===== src/rtl/io_serial_pkg.sv =====
// Shared state types and reset constants for io_serial_port.
// IO_SERIAL_PARITY_EN adds the even-parity states to both FSMs.
package io_serial_pkg;

`ifdef IO_SERIAL_PARITY_EN
  typedef enum logic [2:0] {RX_IDLE, RX_START, RX_DATA, RX_PARITY, RX_STOP} rx_state_t;
  typedef enum logic [2:0] {TX_IDLE, TX_START, TX_DATA, TX_PARITY, TX_STOP} tx_state_t;
`else
  typedef enum logic [2:0] {RX_IDLE, RX_START, RX_DATA, RX_STOP} rx_state_t;
  typedef enum logic [2:0] {TX_IDLE, TX_START, TX_DATA, TX_STOP} tx_state_t;
`endif

  localparam int unsigned IO_STOP_BITS = 1;
  localparam logic        FGO_RST      = 1'b1;
  localparam logic        FGI_RST      = 1'b0;

endpackage


===== src/rtl/io_serial_port_bit_timer.sv =====
// io_bit_timer: free-running bit-period down-counter; start reloads it with
// a half or full period, tick marks the last cycle of each period.
module io_bit_timer #(
  parameter int unsigned CLKS_PER_BIT = 16
) (
  input  logic clk,
  input  logic rst_n,
  input  logic start,
  input  logic half,
  output logic tick
);
  localparam int unsigned CW = $clog2(CLKS_PER_BIT);
  localparam logic [CW-1:0] FULL_M1 = CW'(CLKS_PER_BIT - 1);
  localparam logic [CW-1:0] HALF_M1 = CW'(CLKS_PER_BIT / 2 - 1);

  logic [CW-1:0] cnt;

  always_ff @(posedge clk) begin
    if (!rst_n)           cnt <= FULL_M1;
    else if (start)       cnt <= half ? HALF_M1 : FULL_M1;
    else if (cnt == '0)   cnt <= FULL_M1;
    else                  cnt <= cnt - 1'b1;
  end

  assign tick = (cnt == '0);

endmodule


===== src/rtl/io_serial_port.sv =====
// io_serial_port: INP/OUT/SKI/SKO serial front-end, 8N1 receiver and transmitter.
// Define IO_SERIAL_PARITY_EN for an even-parity bit after the data bits.
module io_serial_port
  import io_serial_pkg::*;
#(
  parameter int unsigned WIDTH        = 8,
  parameter int unsigned CLKS_PER_BIT = 16
) (
  input  logic             CLK,
  input  logic             RST_N,
  input  logic             rx,
  output logic             tx,
  output logic [WIDTH-1:0] inpr,
  output logic             fgi,
  input  logic             inp_ack,
  input  logic [WIDTH-1:0] outr,
  input  logic             out_load,
  output logic             fgo,
  output logic             rx_overrun,
  output logic             frame_err,
  output logic             parity_err
);
  localparam int unsigned IDX_W = (WIDTH > 1) ? $clog2(WIDTH) : 1;
  localparam logic [IDX_W-1:0] LAST_IDX = IDX_W'(WIDTH - 1);

  logic rx_meta, rx_s, rx_s_d;
  logic rx_start, rx_tick, rx_done, rx_good, par_bad;
  logic tx_load, tx_tick, tx_end, tx_bit;
  logic [WIDTH-1:0] rx_shift, tx_shift;
  logic [IDX_W-1:0] rx_idx, tx_idx;
  rx_state_t rx_state, rx_next;
  tx_state_t tx_state, tx_next;

  always_ff @(posedge CLK) begin
    if (!RST_N) begin
      rx_meta <= 1'b1;
      rx_s    <= 1'b1;
      rx_s_d  <= 1'b1;
    end else begin
      rx_meta <= rx;
      rx_s    <= rx_meta;
      rx_s_d  <= rx_s;
    end
  end

  io_bit_timer #(.CLKS_PER_BIT(CLKS_PER_BIT)) u_rx_timer (
    .clk(CLK), .rst_n(RST_N), .start(rx_start), .half(1'b1), .tick(rx_tick)
  );

  io_bit_timer #(.CLKS_PER_BIT(CLKS_PER_BIT)) u_tx_timer (
    .clk(CLK), .rst_n(RST_N), .start(tx_load), .half(1'b0), .tick(tx_tick)
  );

  // ---------------- receiver ----------------
  always_ff @(posedge CLK) begin
    if (!RST_N) rx_state <= RX_IDLE;
    else        rx_state <= rx_next;
  end

  always_comb begin
    rx_next  = rx_state;
    rx_start = 1'b0;
    rx_done  = 1'b0;
    case (rx_state)
      RX_IDLE:  if (rx_s_d && !rx_s) begin
                  rx_next  = RX_START;
                  rx_start = 1'b1;
                end
      RX_START: if (rx_tick) rx_next = rx_s ? RX_IDLE : RX_DATA;
`ifdef IO_SERIAL_PARITY_EN
      RX_DATA:  if (rx_tick && rx_idx == LAST_IDX) rx_next = RX_PARITY;
      RX_PARITY: if (rx_tick) rx_next = RX_STOP;
`else
      RX_DATA:  if (rx_tick && rx_idx == LAST_IDX) rx_next = RX_STOP;
`endif
      RX_STOP:  if (rx_tick) begin
                  rx_next = RX_IDLE;
                  rx_done = 1'b1;
                end
      default:  rx_next = RX_IDLE;
    endcase
  end

  always_ff @(posedge CLK) begin
    if (!RST_N) begin
      rx_shift <= '0;
      rx_idx   <= '0;
    end else if (rx_state == RX_IDLE) begin
      rx_idx <= '0;
    end else if (rx_state == RX_DATA && rx_tick) begin
      rx_shift <= {rx_s, rx_shift[WIDTH-1:1]};
      rx_idx   <= (rx_idx == LAST_IDX) ? '0 : rx_idx + 1'b1;
    end
  end

`ifdef IO_SERIAL_PARITY_EN
  logic rx_par;

  always_ff @(posedge CLK) begin
    if (!RST_N) begin
      rx_par     <= 1'b0;
      parity_err <= 1'b0;
    end else begin
      if (rx_state == RX_PARITY && rx_tick) rx_par <= rx_s;
      parity_err <= rx_done && rx_s && par_bad;
    end
  end

  assign par_bad = rx_par ^ (^rx_shift);
`else
  assign par_bad    = 1'b0;
  assign parity_err = 1'b0;
`endif

  assign rx_good = rx_done && rx_s && !par_bad;

  // An ack coinciding with a completed byte frees the slot, so the byte loads.
  always_ff @(posedge CLK) begin
    if (!RST_N) begin
      inpr       <= '0;
      fgi        <= FGI_RST;
      rx_overrun <= 1'b0;
      frame_err  <= 1'b0;
    end else begin
      frame_err <= rx_done && !rx_s;
      if (rx_good && (!fgi || inp_ack)) begin
        inpr <= rx_shift;
        fgi  <= 1'b1;
      end else begin
        if (rx_good) rx_overrun <= 1'b1;
        if (inp_ack) fgi <= 1'b0;
      end
    end
  end

  // ---------------- transmitter ----------------
  assign tx_load = out_load && fgo;

`ifdef IO_SERIAL_PARITY_EN
  logic tx_par;

  always_ff @(posedge CLK) begin
    if (!RST_N)       tx_par <= 1'b0;
    else if (tx_load) tx_par <= ^outr;
  end
`endif

  always_ff @(posedge CLK) begin
    if (!RST_N) tx_state <= TX_IDLE;
    else        tx_state <= tx_next;
  end

  always_comb begin
    tx_next = tx_state;
    tx_end  = 1'b0;
    tx_bit  = 1'b1;
    case (tx_state)
      TX_IDLE:  if (tx_load) tx_next = TX_START;
      TX_START: begin
        tx_bit = 1'b0;
        if (tx_tick) tx_next = TX_DATA;
      end
      TX_DATA: begin
        tx_bit = tx_shift[0];
`ifdef IO_SERIAL_PARITY_EN
        if (tx_tick && tx_idx == LAST_IDX) tx_next = TX_PARITY;
      end
      TX_PARITY: begin
        tx_bit = tx_par;
        if (tx_tick) tx_next = TX_STOP;
`else
        if (tx_tick && tx_idx == LAST_IDX) tx_next = TX_STOP;
`endif
      end
      TX_STOP:  if (tx_tick) begin
                  tx_next = TX_IDLE;
                  tx_end  = 1'b1;
                end
      default:  tx_next = TX_IDLE;
    endcase
  end

  always_ff @(posedge CLK) begin
    if (!RST_N) begin
      tx       <= 1'b1;
      fgo      <= FGO_RST;
      tx_shift <= '0;
      tx_idx   <= '0;
    end else begin
      tx <= tx_bit;
      if (tx_load) begin
        fgo      <= 1'b0;
        tx_shift <= outr;
        tx_idx   <= '0;
      end else begin
        if (tx_end) fgo <= 1'b1;
        if (tx_state == TX_DATA && tx_tick) begin
          tx_shift <= {1'b0, tx_shift[WIDTH-1:1]};
          tx_idx   <= (tx_idx == LAST_IDX) ? '0 : tx_idx + 1'b1;
        end
      end
    end
  end

endmodule


===== config.mk =====
export PLATFORM = sky130hd
export DESIGN_NAME = io_serial_port
export DESIGN_NICKNAME = d
export VERILOG_FILES = /design/src/rtl/io_serial_pkg.sv /design/src/rtl/io_serial_port_bit_timer.sv /design/src/rtl/io_serial_port.sv
export SDC_FILE = /design/constraint.sdc
export NUM_CORES = 1
export LEC_CHECK = 0
export CAP_MARGIN = 20
export CORE_ASPECT_RATIO = 0.75
export CORE_MARGIN = 2
export CORE_UTILIZATION = 37
export CTS_BUF_LIST = sky130_fd_sc_hd__clkbuf_2
export DETAILED_ROUTE_END_ITERATION = 10
export DONT_BUFFER_PORTS = 1
export RECOVER_POWER = 100
export SKIP_LAST_GASP = 1
export SYNTH_ARGS = -nofsm -noshare
export SYNTH_HDL_FRONTEND = slang
export SYNTH_HIERARCHICAL = 1
export SYNTH_SLANG_ARGS = --single-unit

===== constraint.sdc =====
create_clock -name CLK -period 1.8 [get_ports CLK]
set_clock_uncertainty 0.05 [all_clocks]
set_input_delay 0.36 -clock CLK [delete_from_list [all_inputs] [get_ports CLK]]
set_output_delay 0.36 -clock CLK [all_outputs]
set_load 0.005 [all_outputs]

==> qor.yml, run 1 <==
clock_network:
  clockBufferDepth: 2
  numCtsBuffers: 5
  worstSkewPairLatency_ns: 0.44
  clkSinkCount: 50
  cts_max_level: 2
  cts_tree: "yes"
  cts-root-buf: "clkbuf_2"
  clk_pin_slew_worst_paths_ns: 0.25
drt:
  m1WireLength_um: 2130
  dr_total_vias: 1661
  finalWirelength_um: 4167
  dr.pass1.iters: 4
  met3WireLength_um: 142
  drcViolationCount: 0
  route.met2.wl_um: 1866
  routed_via_density: 4.943
  antenna_left: 0
  drtIter0Drc: 58
  post_drt_wl_per_cell_um: 12.40
  top_layer: "met4"
global_routing:
  grt_pass1_wl_um: 6982
  grt_pass1_vias: 1534
  grt_antenna_before_repair: 0
  grtUsageTotal_pct: 13.27
  grt_max_degree: 29
  gr-total-overflow: 0
critical_path:
  max_stage_delay_ns: 0.43
  crit_chain: "ha_2 > or3_4 > a222oi_1 > buf_4 > mux2i_1"
  rr_worst_depth: 5
  path_class: "reg2reg"
  critPathCaptureType: "flop"
  crit_start: "tx_state[0]"
  critPathRequiredTime_ns: 2.12
  worstSetupStartpointType: "flop"
  critPathArrivalTime_ns: 2.04
  critPathSlowestCell: "dfxtp_4"
  critPathMaxFanout: 5
  crit_path_end: "tx_state[1]"
  r2r_slack_ns: 0.08
  r2r-end: "tx_state[1]"
  reg2reg_from: "tx_state[0]"
logic_synthesis:
  synth_xor_area_share_pct: 0.8255
  synth_compound_area_share_pct: 12.03
  syn_area_um2: 2122
  yosysTopAreaCellShare_pct: 47.17
  async_flop_share_pct: 0
  synth_ff_type: "dfxtp_1"
  avgSynthCellArea_um2: 8.954
  yosysTopAreaCell: "dfxtp_1"
  synth.area.mux_share_pct: 6.604
  synth_commonest_cells: "50 x dfxtp_1, 26 x nand2_1, 22 x nor2_1"
  synth_top_family_by_area: "simple AND/OR/NAND/NOR gates"
  synth_edf_count: 0
  syn-instance-count: 237
  yosys_warnings: 6
  synth_area_leaders: "dfxtp_1 47%, mux2i_1 6.6%, ha_1 6.5%"
  synth-seq-cells: 50
  seq_area_frac_synth_pct: 47.17
  synth_fa_ha_area_share_pct: 6.486
  yosysMostFrequentCell: "dfxtp_1"
  synthDistinctLibCells: 34
  synthSimpleGateAreaFrac_pct: 21.23
placed_design:
  place_congestion: 0.6976
  io_buffers: 0
  dp_hpwl_um: 2722
  place_ws_ns: -0.003580
timing:
  drv_slew: 0
  worstMarginPinSlew_ns: 0.5371
  period_minus_slack_ns: 1.721
  slew_headroom_pct: 64.08
  finalHoldViolCount: 0
  rsz0062_at_grt: "yes"
  layout_setup_ws_ns: 0.07924
  fmax_ghz: 0.5811
  setup_viol: 0
  finalCritPeriodShare_pct: 95.60
power:
  combPwrFrac_pct: 16.7
  sw_frac_of_total_pct: 27.65
  seq_power_share_pct: 55.7
  power_switching_mw: 0.6171
  clock_power_share_pct: 27.7
  power_density_nw_per_um2: 871.9
  peakVddDrop_v: 0.0004171
  intPower_mw: 1.615
  p_leak_nw: 1.084
final_layout:
  diodes: 0
  regArea_um2: 1013
  finalNetCount: 284
  syn2layout_area_growth_pct: 20.64
  layout-drive-gt1-share_pct: 19.54
  num-fill-cells: 520
  multi_input_area_um2: 1097
  fin_util_pct: 47.07
die:
  die_w_um: 91.45
  std_cell_rows: 23
  core_area_um2: 5439
  dieHeight_um: 69.59
  ios: 27
  start_util_pct: 39.02
  die_area_um2: 6363
min_path:
  hold_path_class: "in2reg"
flow_run:
  cap_viol_max_count: 0
status:
  outcome: "finished, final reports clean"
==> placed cells by master (no fill, tap or decap), drive strengths merged, types with 2 or more instances in the layout <==
cell type    instances
a311oi               7
nor3b                4
dfxtp               50
nor4b                3
nor2                22
a21oi               19
nand2               26
o21bai               2
inv                 15
buf                 19
o311ai               2
mux2i               14
dlygate4sd3          8
conb                 3
or3                  3
clkbuf               5
nand3               18
nand3b               3
xnor2                2
o21ai               10
nand2b               6
ha                  11
==> repair_timing <==
item,CTS,global route
hold buffers,6,2
setup buffers,3,6
hold endpoints to repair,18,2
endpoints found under the setup margin,10,27
pin swaps,2,7
gates resized for setup,0,29
gates cloned,0,0
==> worst min path at each step <==
stage / from / endpoint / slack, ns / cells past startpoint
5_1_grt: outr[0] / tx_shift[0] / 0.02 / 2
4_1_cts: outr[2] / tx_shift[2] / 0.0007 / 2
6_report: outr[0] / tx_shift[0] / 0.06 / 2
3_5_place_dp: rx_meta / rx_s / 0.35 / 1
2_1_floorplan: u_rx_timer/cnt[0] / u_rx_timer/cnt[0] / 0.33 / 1
3_3_place_gp: rx_meta / rx_s / 0.34 / 1
==> per-layer routing <==
metal	vias up	track usage (%)
met4	0	3.535
met1	770	18.83
met3	5	3.696
met5	-	0
li1	863	-
met2	23	19.77
==> layout make-up <==
cell class              instances  share of cell area, %
clock inverters                 3                  1.857
flip-flops and latches         50                  39.59
multi-input cells             162                  42.86
well taps                      75                  3.666
repair buffers                 27                  8.847
clock buffers                   5                 0.9775
inverters                      14                  2.199
==> worst max-delay path: cells and delay by family, from the launching register on <==
| kind | cells | cell delay [ns] |
|---|---|---|
| multiplexers | 1 | 0.17 |
| adder cells (fa/ha/maj) | 1 | 0.20 |
| buffers and inverters | 1 | 0.19 |
| AO/OA/AOI/OAI | 1 | 0.26 |
| AND/OR/NAND/NOR | 1 | 0.38 |
| flip-flops | 1 | 0.43 |
==> registers in the layout (all words and copies together) (netlist names), 2 cells and up <==
signal	count
rx_idx	3
u_tx_timer/cnt	4
tx_state	2
rx_shift	8
inpr	8
tx_idx	3
rx_state	2
u_rx_timer/cnt	4
tx_shift	8
==> through the flow <==
step	TNS (ns)	cell area (um2)	hold WS (ns)	total power, mW	std cells
2_1_floorplan	0	2126	0.3340	1.447	238
3_3_place_gp	0	2236	0.3407	1.508	311
3_5_place_dp	-0.004902	2236	0.3484	1.509	311
4_1_cts	0	2391	0.0007021	2.179	328
5_1_grt	-0.1099	2560	0.02058	2.373	336
6_report	0	2560	0.05699	2.232	336
==> logic make-up (layout without fill, tap and decap cells) <==
logic type	Yosys count	after routing
AO/OA/AOI/OAI	42	42
XOR/XNOR	2	2
adder cells (fa/ha/maj)	11	11
buffers and inverters	26	49
flip-flops	50	50
multiplexers	14	14
other	2	3
AND/OR/NAND/NOR	90	90
==> power groups by stage <==
stage | clock [mW] | combinational [mW] | sequential, mW
6_report | 0.617 | 0.372 | 1.24
5_1_grt | 0.696 | 0.424 | 1.25
4_1_cts | 0.651 | 0.308 | 1.22
3_5_place_dp | 0 | 0.269 | 1.24
3_3_place_gp | 0 | 0.268 | 1.24
2_1_floorplan | 0 | 0.221 | 1.23
Power figures use the tool's default switching activity.
==> inputs of run 2 (changes only) <==
--- a/config.mk
+++ b/config.mk
@@ -10,8 +10,10 @@
 export CORE_MARGIN = 2
 export CORE_UTILIZATION = 37
 export CTS_BUF_LIST = sky130_fd_sc_hd__clkbuf_2
+export CTS_CLUSTER_SIZE = 25
 export DETAILED_ROUTE_END_ITERATION = 10
 export DONT_BUFFER_PORTS = 1
+export HOLD_SLACK_MARGIN = 0.03
 export RECOVER_POWER = 100
 export SKIP_LAST_GASP = 1
 export SYNTH_ARGS = -nofsm -noshare
==> run 2 against run 1 <==
  * Hold slack better by 0.019 ns
  * Sequential share of layout area down 0.31 points
  * Core utilization up 0.37 points
  * Worst setup slack unchanged
  * Flip-flop and latch count unchanged
==> qor.yml, run 2 (synthesis results as in run 1) <==
final_layout:
  mostFrequentLayoutCells: "44 x dfxtp_1, 26 x nand2_1, 22 x nor2_1"
  largestRegisters: "inpr (8), rx_shift (8), tx_shift (8)"
  multi_input_area_um2: 1097  # unchanged
  fin_area_um2: 2580  # +0.78%
  layout-drive-gt1-share_pct: 19.39  # -0.15 points
  diodes: 0  # unchanged
  syn2layout_area_growth_pct: 21.58
  regArea_um2: 1013  # unchanged
  finalNetCount: 286  # +0.70%
  num-fill-cells: 516  # -0.77%
  final_common_cell: "dfxtp_1"
critical_path:
  rr_worst_depth: 5  # unchanged
  critPathSlowestCell: "dfxtp_4"
  r2r_slack_ns: 0.08  # about the same
  crit_family: "flip-flops"
  worstSetupStartpointType: "flop"
  worst-path-buf-inv: 1  # unchanged
  critPathMaxFanout: 5  # unchanged
  max_stage_delay_ns: 0.43  # about the same
  critPathRequiredTime_ns: 2.12  # about the same
  crit_chain: "ha_2 > or3_4 > a222oi_1 > buf_4 > mux2i_1"
  critPathArrivalTime_ns: 2.04  # about the same
  path_class: "reg2reg"
  r2r-end: "tx_state[1]"
  reg2reg_from: "tx_state[0]"
  critPathCaptureType: "flop"
clock_network:
  clkSinkCount: 50  # unchanged
  cts_max_level: 2  # unchanged
  worstSkewPairLatency_ns: 0.44  # about the same
  clk_pin_slew_worst_paths_ns: 0.24  # about the same
  cts-root-buf: "clkbuf_2"
  cts_tree: "yes"
  numCtsBuffers: 5  # unchanged
  clockBufferDepth: 2  # unchanged
timing:
  finalCritPeriodShare_pct: 95.60  # unchanged
  layout_setup_ws_ns: 0.07924  # unchanged
  worstMarginPinSlew_ns: 0.5371  # +0.0000008941 ns
  fmax_ghz: 0.5811  # unchanged
  setup-tns-final_ns: 0  # unchanged
  slew_headroom_pct: 64.08  # about the same
  period_minus_slack_ns: 1.721  # unchanged
  rsz0062_at_grt: "yes"
  setup_viol: 0  # unchanged
  drv_slew: 0  # unchanged
  whs_ns: 0.07592  # +0.01893 ns
  finalHoldViolCount: 0  # unchanged
min_path:
  whs_path_depth: 2  # unchanged
  whs_endpoint: "u_rx_timer/cnt[1]"
  hold_path_class: "in2reg"
  worstHoldStart: "RST_N"
power:
  combPwrFrac_pct: 16.8  # about the same
  p_leak_nw: 1.092  # +0.77%
  clock_power_share_pct: 27.6  # about the same
  peakVddDrop_v: 0.0004172  # about the same
  sw_frac_of_total_pct: 27.62  # about the same
  intPower_mw: 1.618  # +0.18%
  power_density_nw_per_um2: 866.3  # -0.64%
  power_switching_mw: 0.6173  # about the same
  seq_power_share_pct: 55.6  # about the same
status:
  outcome: "finished, final reports clean"
drt:
  post_drt_wl_per_cell_um: 12.34  # -0.52%
  antenna_left: 0  # unchanged
  drcViolationCount: 0  # unchanged
  routed_via_density: 4.950  # +0.13%
  dr.pass1.iters: 4  # unchanged
  drtIter0Drc: 64  # +10%
  finalWirelength_um: 4170  # about the same
  dr_total_vias: 1673  # +0.72%
die:
  dieHeight_um: 69.59  # unchanged
  start_util_pct: 39.02  # unchanged
  core_area_um2: 5439  # unchanged
  std_cell_rows: 23  # unchanged
  die_area_um2: 6363  # unchanged
  die_w_um: 91.45  # unchanged
  ios: 27  # unchanged
placed_design:
  place_ws_ns: -0.003580  # unchanged
  io_buffers: 0  # unchanged
  place_congestion: 0.6976  # unchanged
  placed_area_um2: 2236  # unchanged
  dp_hpwl_um: 2722  # unchanged
global_routing:
  grt_pass1_wl_um: 7024  # +0.60%
  gr-total-overflow: 0  # unchanged
  grt_max_degree: 29  # unchanged
  grt_pass1_vias: 1547  # +0.85%
  grt_antenna_before_repair: 0  # unchanged
  grtUsageTotal_pct: 13.34  # +0.069 points
flow_run:
  cap_viol_max_count: 0  # unchanged
==> run 2: power by group through the flow <==
stage	Sequential, mW	Clock, mW	Combinational, mW
floorplan	1.23	0	0.221
global placement	1.24	0	0.268
detailed placement	1.24	0	0.269
CTS	1.22	0.651	0.315
global route	1.25	0.696	0.428
finish	1.24	0.617	0.376
==> run 2: what timing repair did <==
action / CTS / global route
buffers inserted: 3 / 6
endpoints found under the setup margin: 10 / 27
pin swaps: 2 / 7
hold buffers: 10 / 0
endpoints found under the hold margin: 24 / 0
gates cloned: 0 / 0
gates resized for setup: 0 / 29
==> run 2: routing by layer <==
metal | GRT usage [%] | share of wire (%) | up-vias
li1 | - | - | 867
met1 | 18.83 | 51 | 776
met2 | 20.02 | 45 | 25
met3 | 3.696 | 3.6 | 5
met4 | 3.535 | 0.65 | 0
met5 | 0 | 0 | -
==> run 2: area by class of cell <==
cell class / count / share of cell area [%]
Sequential cell: 50 / 39.28
Inverter: 14 / 2.182
Tap cell: 75 / 3.637
Clock buffer: 5 / 0.9699
Multi-Input combinational cell: 162 / 42.53
Timing Repair Buffer: 29 / 9.554
Clock inverter: 3 / 1.843
==> run 2: metrics by stage <==
stage	util [%]	total power, mW	instances
2_1_floorplan	-	1.447	238
3_3_place_gp	41.11	1.508	311
3_5_place_dp	41.11	1.509	311
4_1_cts	44.70	2.186	332
5_1_grt	47.44	2.377	338
6_report	47.44	2.235	338
==> run 2: how the worst max path moves through the flow <==
| stage | from | end | slack [ns] | cells after the start |
|---|---|---|---|---|
| after detailed placement | tx_state[1] | tx_state[1] | -0.004 | 5 |
| final | tx_state[0] | tx_state[1] | 0.08 | 5 |
| after global placement | tx_state[1] | tx_state[1] | 0.04 | 5 |
| after CTS | u_rx_timer/cnt[0] | rx_idx[1] | 0.02 | 6 |
| after global routing | tx_state[0] | tx_state[1] | -0.05 | 6 |
| after floorplan | tx_state[0] | tx_state[0] | 0.14 | 5 |
